--- src/rtl/booth_r4_pkg.sv ---
// Shared types for the radix-4 Booth sequential multiplier: FSM states,
// Booth digit encoding and the triple-to-digit decoder.
package booth_r4_pkg;

    typedef enum logic [1:0] {
        IDLE,
        ITER,
        DONE
    } state_t;

    typedef enum logic [2:0] {
        BD_ZERO,
        BD_POS1,
        BD_POS2,
        BD_NEG1,
        BD_NEG2
    } booth_digit_t;

    // Triple is {b[i+1], b[i], b[i-1]} of the multiplier.
    function automatic booth_digit_t booth_decode(input logic [2:0] t);
        booth_digit_t d;
        case (t)
            3'b001, 3'b010: d = BD_POS1;
            3'b011:         d = BD_POS2;
            3'b100:         d = BD_NEG2;
            3'b101, 3'b110: d = BD_NEG1;
            default:        d = BD_ZERO;
        endcase
        return d;
    endfunction

endpackage

--- src/rtl/booth_r4_addsub.sv ---
// N-bit ripple-carry adder/subtractor: result = reg1 + reg2 (op=0) or
// reg1 - reg2 (op=1, two's complement via inverted reg2 and carry-in).
module booth_r4_addsub #(
    parameter int N = 32
) (
    input  logic [N-1:0] reg1,
    input  logic [N-1:0] reg2,
    input  logic         op,
    output logic [N-1:0] result,
    output logic         cout
);

    logic [N-1:0] w_b;
    logic [N:0]   w_c;

    assign w_b    = reg2 ^ {N{op}};
    assign w_c[0] = op;

    for (genvar i = 0; i < N; i++) begin : g_bit
        assign result[i] = reg1[i] ^ w_b[i] ^ w_c[i];
        assign w_c[i+1]  = (reg1[i] & w_b[i]) | (reg1[i] & w_c[i]) | (w_b[i] & w_c[i]);
    end

    assign cout = w_c[N];

endmodule

--- src/rtl/booth_r4_seq_mult.sv ---
// Sequential signed radix-4 Booth multiplier: one shared (N+2)-bit adder,
// two multiplier bits retired per cycle, valid/ready on both sides.
module booth_r4_seq_mult
    import booth_r4_pkg::*;
#(
    parameter int N = 32
) (
    input  logic             clk,
    input  logic             rst,
    input  logic             in_valid,
    output logic             in_ready,
    input  logic [N-1:0]     multiplicand,
    input  logic [N-1:0]     multiplier,
    output logic             out_valid,
    input  logic             out_ready,
    output logic [2*N-1:0]   product,
    output logic             busy
);

    localparam int CNT_W = (N / 2 > 1) ? $clog2(N / 2) : 1;
    localparam logic [CNT_W-1:0] LAST_CNT = CNT_W'(N / 2 - 1);

    state_t                 r_state;
    state_t                 w_state_next;

    logic signed [N+1:0]    r_acc;
    logic [N-1:0]           r_mq;
    logic                   r_qm1;
    logic signed [N+1:0]    r_mcand;
    logic [CNT_W-1:0]       r_count;
    logic [2*N-1:0]         r_product;

    booth_digit_t           w_digit;
    logic [N+1:0]           w_operand;
    logic                   w_op;
    logic [N+1:0]           w_sum;
    logic                   w_unused_cout;
    logic signed [2*N+2:0]  w_shift;
    logic [N+1:0]           w_acc_next;
    logic [N-1:0]           w_mq_next;
    logic                   w_qm1_next;
    logic                   w_accept;
    logic                   w_last;

    assign w_digit  = booth_decode({r_mq[1:0], r_qm1});
    assign w_accept = in_valid && (r_state == IDLE);
    assign w_last   = (r_count == LAST_CNT);

    // Zero digits still pass through the adder so every step has the same timing.
    always_comb begin
        w_operand = '0;
        w_op      = 1'b0;
        case (w_digit)
            BD_POS1: begin w_operand = r_mcand;      w_op = 1'b0; end
            BD_POS2: begin w_operand = r_mcand << 1; w_op = 1'b0; end
            BD_NEG1: begin w_operand = r_mcand;      w_op = 1'b1; end
            BD_NEG2: begin w_operand = r_mcand << 1; w_op = 1'b1; end
            default: begin w_operand = '0;           w_op = 1'b0; end
        endcase
    end

    booth_r4_addsub #(
        .N(N + 2)
    ) u_addsub (
        .reg1   (r_acc),
        .reg2   (w_operand),
        .op     (w_op),
        .result (w_sum),
        .cout   (w_unused_cout)
    );

    assign w_shift    = $signed({w_sum, r_mq, r_qm1}) >>> 2;
    assign w_acc_next = w_shift[2*N+2:N+1];
    assign w_mq_next  = w_shift[N:1];
    assign w_qm1_next = w_shift[0];

    always_ff @(posedge clk) begin
        if (rst) begin
            r_state <= IDLE;
        end else begin
            r_state <= w_state_next;
        end
    end

    always_comb begin
        w_state_next = r_state;
        in_ready     = 1'b0;
        out_valid    = 1'b0;
        busy         = 1'b0;
        case (r_state)
            IDLE: begin
                in_ready = 1'b1;
                if (w_accept) w_state_next = ITER;
            end
            ITER: begin
                busy = 1'b1;
                if (w_last) w_state_next = DONE;
            end
            DONE: begin
                busy      = 1'b1;
                out_valid = 1'b1;
                if (out_ready) w_state_next = IDLE;
            end
            default: w_state_next = IDLE;
        endcase
    end

    always_ff @(posedge clk) begin
        if (rst) begin
            r_acc     <= '0;
            r_mq      <= '0;
            r_qm1     <= 1'b0;
            r_mcand   <= '0;
            r_count   <= '0;
            r_product <= '0;
        end else begin
            case (r_state)
                IDLE: begin
                    if (w_accept) begin
                        r_acc   <= '0;
                        r_mq    <= multiplier;
                        r_qm1   <= 1'b0;
                        r_mcand <= {{2{multiplicand[N-1]}}, multiplicand};
                        r_count <= '0;
                    end
                end
                ITER: begin
                    r_acc   <= w_acc_next;
                    r_mq    <= w_mq_next;
                    r_qm1   <= w_qm1_next;
                    r_count <= r_count + 1'b1;
                    if (w_last) r_product <= {w_acc_next[N-1:0], w_mq_next};
                end
                default: ;
            endcase
        end
    end

    assign product = r_product;

endmodule

--- config.mk ---
export PLATFORM = sky130hd
export DESIGN_NAME = booth_r4_seq_mult
export DESIGN_NICKNAME = d
export VERILOG_FILES = /design/src/rtl/booth_r4_pkg.sv /design/src/rtl/booth_r4_addsub.sv /design/src/rtl/booth_r4_seq_mult.sv
export SDC_FILE = /design/constraint.sdc
export NUM_CORES = 1
export LEC_CHECK = 0
export BUFFER_PORTS_ARGS = -buffer_cell sky130_fd_sc_hd__clkbuf_2
export CAP_MARGIN = 20
export CORE_ASPECT_RATIO = 1.75
export CORE_MARGIN = 3
export CORE_UTILIZATION = 30
export DETAILED_ROUTE_END_ITERATION = 16
export PLACE_DENSITY_LB_ADDON = 0.25
export SLEW_MARGIN = 5
export SYNTH_ARGS = -nofsm -noshare
export SYNTH_HDL_FRONTEND = slang
export SYNTH_SLANG_ARGS = --single-unit
--- constraint.sdc ---
create_clock -name clk -period 32.2 [get_ports clk]
set_input_delay 1.61 -clock clk [delete_from_list [all_inputs] [get_ports clk]]
set_output_delay 1.61 -clock clk [all_outputs]
set_load 0.01 [all_outputs]
# Word-level counts from Yosys, hierarchy flattened
# Cells that the tools add are included.
dict set report word_totals {
  reg_bits 169
  in_bits 68
  output_inout_bits 67
}
dict set report classes {
  addsub 1
  n_eq_ne 16
  n_mux 18
  bitwise_logic 234
  n_reduce_logical 13
}
# operator count
set ops {}
lappend ops {{$pmux W34 S2} 2}
lappend ops {{$and A1 B1 Y1} 99}
lappend ops {{$xor A1 B1 Y1} 68}
lappend ops {{$or A1 B1 Y1} 66}
lappend ops {{$pmux W32 S2} 1}
lappend ops {{$mux W34} 1}
lappend ops {{$xor A34 B34 Y34} 1}
lappend ops {{$mux W32} 1}
lappend ops {{$eq A3 B2 Y1 const B} 4}
lappend ops {{$eq A3 B3 Y1 const B} 4}
lappend ops {{$pmux W3 S4} 1}
lappend ops {{$reduce_or A2 Y1} 6}
lappend ops {{$pmux W4 S2} 1}
lappend ops {{$eq A3 B1 Y1 const B} 2}
lappend ops {{$mux W2} 3}
lappend ops {{$ne A2 B2 Y1 const B} 3}
lappend ops {{$pmux W2 S3} 1}
lappend ops {{$reduce_and A2 Y1} 3}
lappend ops {{$mux W1} 5}
lappend ops {{$add A4 B1 Y4 const B} 1}
lappend ops {{$eq A4 B4 Y1 const B} 1}
lappend ops {{$mux W4} 1}
lappend ops {{$reduce_and A3 Y1} 1}
lappend ops {{$eq A2 B1 Y1 const B} 1}
lappend ops {{5 further kinds} 5}

# Logic depth before layout (Yosys ltp)
dict set report depth {
  word_depth 108
  mapped_depth 41
}

# Cells and area by module
# A second synthesis with hierarchy kept.
dict set report hier_totals {
  hier_cells 898
  area_unflattened_um2 8116.5
}
# module n_inst cells_per_inst area_per_inst_um2 seq_area_each_um2
set by_module_without_submodules {}
lappend by_module_without_submodules {booth_r4_seq_mult 1 764 6857.8 3343.2}
lappend by_module_without_submodules {booth_r4_addsub 1 134 1258.7 0.0}

# Worst setup path before layout
# OpenSTA, ideal clock, no wires.
dict set report synth_path {
  path_kind {register -> register}
  startpoint {register r_mq[0]}
  endpoint {register r_acc[30]}
  arrival_ns 14.466
  required_ns 32.135
  path_slack_ns 17.669
  stages_incl_launch_ff 42
  path_buffers 1
  period_less_slack_ns 14.531
  path_cell_list {dfxtp_1 -> nor2_1 -> nand2_1 -> buf_2 -> nor2_1 -> a221o_1 -> fa_1 -> fa_1 -> fa_1 -> fa_1 -> fa_1 -> fa_1 -> fa_1 -> fa_1 -> fa_1 -> fa_1 -> fa_1 -> fa_1 -> [... 6 more ...] -> fa_1 -> fa_1 -> fa_1 -> fa_1 -> fa_1 -> fa_1 -> fa_1 -> fa_1 -> fa_1 -> fa_1 -> fa_1 -> fa_1 -> fa_1 -> inv_1 -> fa_1 -> nor3_1 -> a21oi_1 -> nor2_1}
}
dict set report synth_between {
  elab_chain_cells 105
}
# element line
set synth_rtl {}
lappend synth_rtl {{from (decl)} booth_r4_seq_mult.sv:27} ;# logic [N-1:0] r_mq;
lappend synth_rtl {{from (signal assigned)} booth_r4_seq_mult.sv:121} ;# r_mq <= multiplier;
lappend synth_rtl {{from (signal assigned)} booth_r4_seq_mult.sv:129} ;# r_mq <= w_mq_next;
lappend synth_rtl {{$eq A3 B3 Y1 (tied with other cells)} booth_r4_pkg.sv:22} ;# case (t)
lappend synth_rtl {{$reduce_or A2 Y1} booth_r4_pkg.sv:22}
lappend synth_rtl {{$pmux W3 S4 (*)} booth_r4_pkg.sv:22}
lappend synth_rtl {{$eq A3 B3 Y1 (tied with other cells)} booth_r4_seq_mult.sv:53} ;# case (w_digit)
lappend synth_rtl {{$reduce_or A2 Y1 (no line)} n/a}
lappend synth_rtl {{$pmux W34 S2 or $mux W1 (tied branches)} booth_r4_seq_mult.sv:53}
lappend synth_rtl {{$xor A34 B34 Y34} booth_r4_addsub.sv:16} ;# assign w_b = reg2 ^ {N{op}};
lappend synth_rtl {{$and A1 B1 Y1} booth_r4_addsub.sv:21} ;# assign w_c[i+1] = (reg1[i] & w_b[i]) | (reg1[i] & w_c[i]) | (w_b[i] & w_c[i]);
lappend synth_rtl {{[... 86 more ...]} n/a}
lappend synth_rtl {{$and A1 B1 Y1} booth_r4_addsub.sv:21}
lappend synth_rtl {{$or A1 B1 Y1 (2 in a row)} booth_r4_addsub.sv:21}
lappend synth_rtl {{$and A1 B1 Y1} booth_r4_addsub.sv:21}
lappend synth_rtl {{$or A1 B1 Y1 (2 in a row)} booth_r4_addsub.sv:21}
lappend synth_rtl {{$and A1 B1 Y1} booth_r4_addsub.sv:21}
lappend synth_rtl {{$or A1 B1 Y1 (2 in a row)} booth_r4_addsub.sv:21}
lappend synth_rtl {{$xor A1 B1 Y1 (*)} booth_r4_addsub.sv:20} ;# assign result[i] = reg1[i] ^ w_b[i] ^ w_c[i];
lappend synth_rtl {{$pmux W34 S2 (*)} booth_r4_seq_mult.sv:117} ;# case (r_state)
lappend synth_rtl {{to (signal assigned)} booth_r4_seq_mult.sv:128} ;# r_acc <= w_acc_next;
lappend synth_rtl {{to (decl)} booth_r4_seq_mult.sv:26} ;# logic signed [N+1:0] r_acc;
# Every way passes the cells marked *; elsewhere a longest branch is shown, timed or not.
# A chain may end at the register's enable or synchronous reset.

# Final worst setup path
dict set report layout_path {
  startpoint {register r_mq[1]}
  endpoint {register r_acc[30]}
}
# Same word-level chain as after synthesis.

==> metrics.md <==
| Metric | Value |
|---|---|
| Post-Synthesis Cells | `870` |
| R2R Path Start | `r_mq[1]$_SDFFE_PP0P_` |
| Post-synth top area share | `0.431` |
| Synth Area in Compound Gates | `0.192` |
| Crit end category | `flop` |
| Mux share of post-synthesis cell area | `0.0400` |
| Hold_sp | `product[37]$_SDFFE_PP0P_` |
| Flops & latches, synth | `167` |
| Vias in the first global route | `6238` |
| DRT iter0 DRCs | `roughly 340` |
| GRT busiest layer | `met2` |
| Arr. time, crit path | `15.39 ns` |
| DP HPWL | `14500 um` |
| Routed Wire Length | `21200 um` |
| Final Skew | `0.00805 ns` |
| Achievable Freq | `0.0666 GHz` |
| Met1 usage in global routing | `0.175` |
| Hold_buf cts | `0` |
| Synth Cell Area | `0.00775 sq mm` |
| TritonCTS Buffers | `17` |
| Slowest-stage cell, CP | `dfxtp_2` |
| Synth Area per Inst | `8.91 sq um` |
| Yosys Warn Count | `0` |
| Fillers | `2671` |
| GRT met2 Usage | `0.290` |
| Share of cells above drive strength 1 | `0.206` |
| Area share of and/or/nand/nor cells after synthesis | `0.159` |
| CTS tree | `built` |
| Site Rows | `77` |
| Setup_tns | `0 ns` |
| Grt total ovfl | `0` |
| Most frequent CP cell | `fa_1` |
| Max incr delay on CP | `0.61 ns` |
| Xor and xnor area share after synthesis | `0.0362` |
| Library cells used by synthesis | `36` |
| Pwr dens | `56.0 mW/mm^2` |
| Worst-Margin Slew | `0.899 ns` |
| Post-cts resize count | `0` |
| Fin crit period | `15.02 ns` |
| Routed wire length per instance | `about 16 um` |
| Core area | `0.0253 sq mm` |
| Worst VDD drop | `0.0317 mV` |
| Nets | `1072` |
| Largest family of logic cells by synthesized area | `compound AO/OA/AOI/OAI gates` |
| CP startpoint kind | `flop` |
| Post-synth EDFFs | `0` |
| DR vias | `6223` |
| Ys flop type | `dfxtp_1` |
| Initial antenna violation count | `0` |
| Top Ports | `135` |
| Reg2reg setup slack | `roughly 17 ns` |
| DRC violations left | `0` |
| Final Hold Fails | `0` |
| Ys async rst share | `0` |
| Skew-Pair Late Insertion Delay | `0.43 ns` |
| Hold Path Stages | `2` |
| End of the worst register-to-register path | `r_acc[30]$_SDFFE_PP0P_` |
| CTS H-tree depth | `4` |
| Final antenna diode count | `0` |
| LEAKAGE | `3.79 nW` |
| CP Max Fanout | `18` |
| Setup bufs post-CTS | `0` |
| Final Max Tran Viols | `0` |
| Die area | `0.0279 sq mm` |
| Tot GR Track Use | `0.158` |
| CTS Buffer Depth | `2` |
| IO buf count | `between 100 and 150` |
| Maxcap violations | `0` |
| Sequential cell area | `0.00334 sq mm` |
| Synth top area cells | `dfxtp_1, nand2_1, fa_1` |
| Register area share after synthesis | `0.431` |
| First drt pass iteration count | `4` |
| Status | `completed` |
| Die Y | `219 um` |
| # setup viols final | `0` |
| Synth Area in Adders | `0.0917` |
| Root Driver | `clkbuf_16` |
| Clk sinks | `167` |
| Largest net degree at the start of global routing | `88` |
| Area of the multi-input gates | `0.00405 sq mm` |
| Reg2Reg Depth | `38` |
| Met3 Track Usage GR | `0.0350` |
| Routability Congestion | `0.763` |
| Worst Hold Path EP | `product[37]$_SDFFE_PP0P_` |
| Die width | `roughly 130 um` |
| Mapped Nets | `975` |
| Hold Path Class | `flop to flop` |
| Final period util | `0.467` |
| Synthesis-to-finish area growth | `19.0%` |
| Starting density of the core | `0.306` |
| Minimum hold slack | `0.451 ns` |
| Vias per cell | `4.81` |
| Clock transition at path regs | `0.06 ns` |
| Worst Setup Path Type | `flop to flop` |
| Worst path required time | `between 30 and 40 ns` |
| RSZ-0062 raised after global routing | `no` |
| Max-slew headroom | `0.399` |
| Dominant cell type by area after synthesis | `dfxtp_1` |
| Global-route wire length before repair | `34300 um` |
| ANT nets after route | `0` |
## power by group
group | internal [mW] | switching [mW] | total (mW)
registers | 0.216 | 0.0104 | 0.226
logic | 0.0321 | 0.0447 | 0.0769
clock network | 0.129 | 0.0832 | 0.213
## sequential cells by signal, summed over array words and instances, names as in the netlist
name     flops
product     64
r_acc       32
r_count      4
r_mcand     32
r_mq        32
r_qm1        1
r_state      2
## cells in the final DEF, fill, tap and decap left out, drive strengths merged, types with 3 or more instances in the layout
cell    count
nand2     193
dfxtp     167
clkbuf    156
nor2      106
a21oi     102
a22oi      34
fa         33
a211oi     33
xor2       32
a221o      31
mux2i      31
buf        14
inv         7
nor3        6
o21ai       6
nor2b       5
ha          4
bufinv      3
## worst max-delay path by stage
stage                         start                      to  slack (ns)  cells past startpoint
2_1_floorplan  r_mq[0]$_SDFFE_PP0P_  r_acc[30]$_SDFFE_PP0P_       17.67                     41
3_3_place_gp   r_mq[1]$_SDFFE_PP0P_  r_acc[30]$_SDFFE_PP0P_       17.26                     38
3_5_place_dp   r_mq[1]$_SDFFE_PP0P_  r_acc[30]$_SDFFE_PP0P_       17.14                     38
4_1_cts        r_mq[1]$_SDFFE_PP0P_  r_acc[30]$_SDFFE_PP0P_       17.06                     38
5_1_grt        r_mq[1]$_SDFFE_PP0P_  r_acc[30]$_SDFFE_PP0P_       16.57                     38
6_report       r_mq[1]$_SDFFE_PP0P_  r_acc[30]$_SDFFE_PP0P_       17.18                     38
## synth_stat cells, types with 2 or more instances
master / count
nand2_1: 193
dfxtp_1: 167
nor2_1: 105
a21oi_1: 101
a22oi_1: 34
fa_1: 33
buf_2: 32
xor2_1: 32
a221o_1: 31
mux2i_1: 31
clkbuf_1: 23
a211oi_2: 17
a211oi_1: 16
buf_4: 8
inv_1: 6
nor3_1: 6
nor2b_1: 5
ha_1: 4
o21ai_0: 4
buf_6: 3
buf_1: 2
nand2b_1: 2
nand3_1: 2
## cell families after synthesis
| group | count (synthesis) |
|---|---|
| AO/OA/AOI/OAI | 210 |
| flip-flops | 167 |
| buffers and inverters | 76 |
| adder cells (fa/ha/maj) | 37 |
| AND/OR/NAND/NOR | 317 |
| multiplexers | 31 |
| XOR/XNOR | 32 |
## metrics by stage
stage               instances  utilization  power (mW)  setup slack (ns)  area [sq um]
floorplan                 870            -       0.286             17.67          7750
global placement         1263        0.339       0.307             17.26          8580
detailed placement       1263        0.339       0.308             17.14          8580
CTS                      1293        0.363       0.525             17.06          9190
global route             1294        0.364       0.543             16.57          9220
finish                   1294        0.364       0.516             17.18          9220
## metal layers
layer / routed length, um / part of all wire / vias up
met5: 0 / 0 / -
met3: 741 / 0.035 / 20
li1: - / - / 3152
met2: 11700 / 0.55 / 101
met1: 8370 / 0.39 / 2950
met4: 425 / 0.020 / 0
## critical path, delay by kind of cell, from the launching register on
kind                       cells  cell delay, ns
adders and majority gates     32           13.34
DFF                            1            0.61
AOI/OAI and AO/OA              2            0.45
and+or+nand+nor                2            0.26
xor gates and xnor gates       1            0.12
buffers and inverters          1            0.12
## final cells by class
cell class,count,share of cell area
multi-input combinational,627,0.439
sequential,167,0.363
timing repair buffer,147,0.0862
clock buffer,23,0.0529
tap,316,0.0429
clock inverter,7,0.0129
inverter,7,0.00285
(Power assumes the default switching activity.)
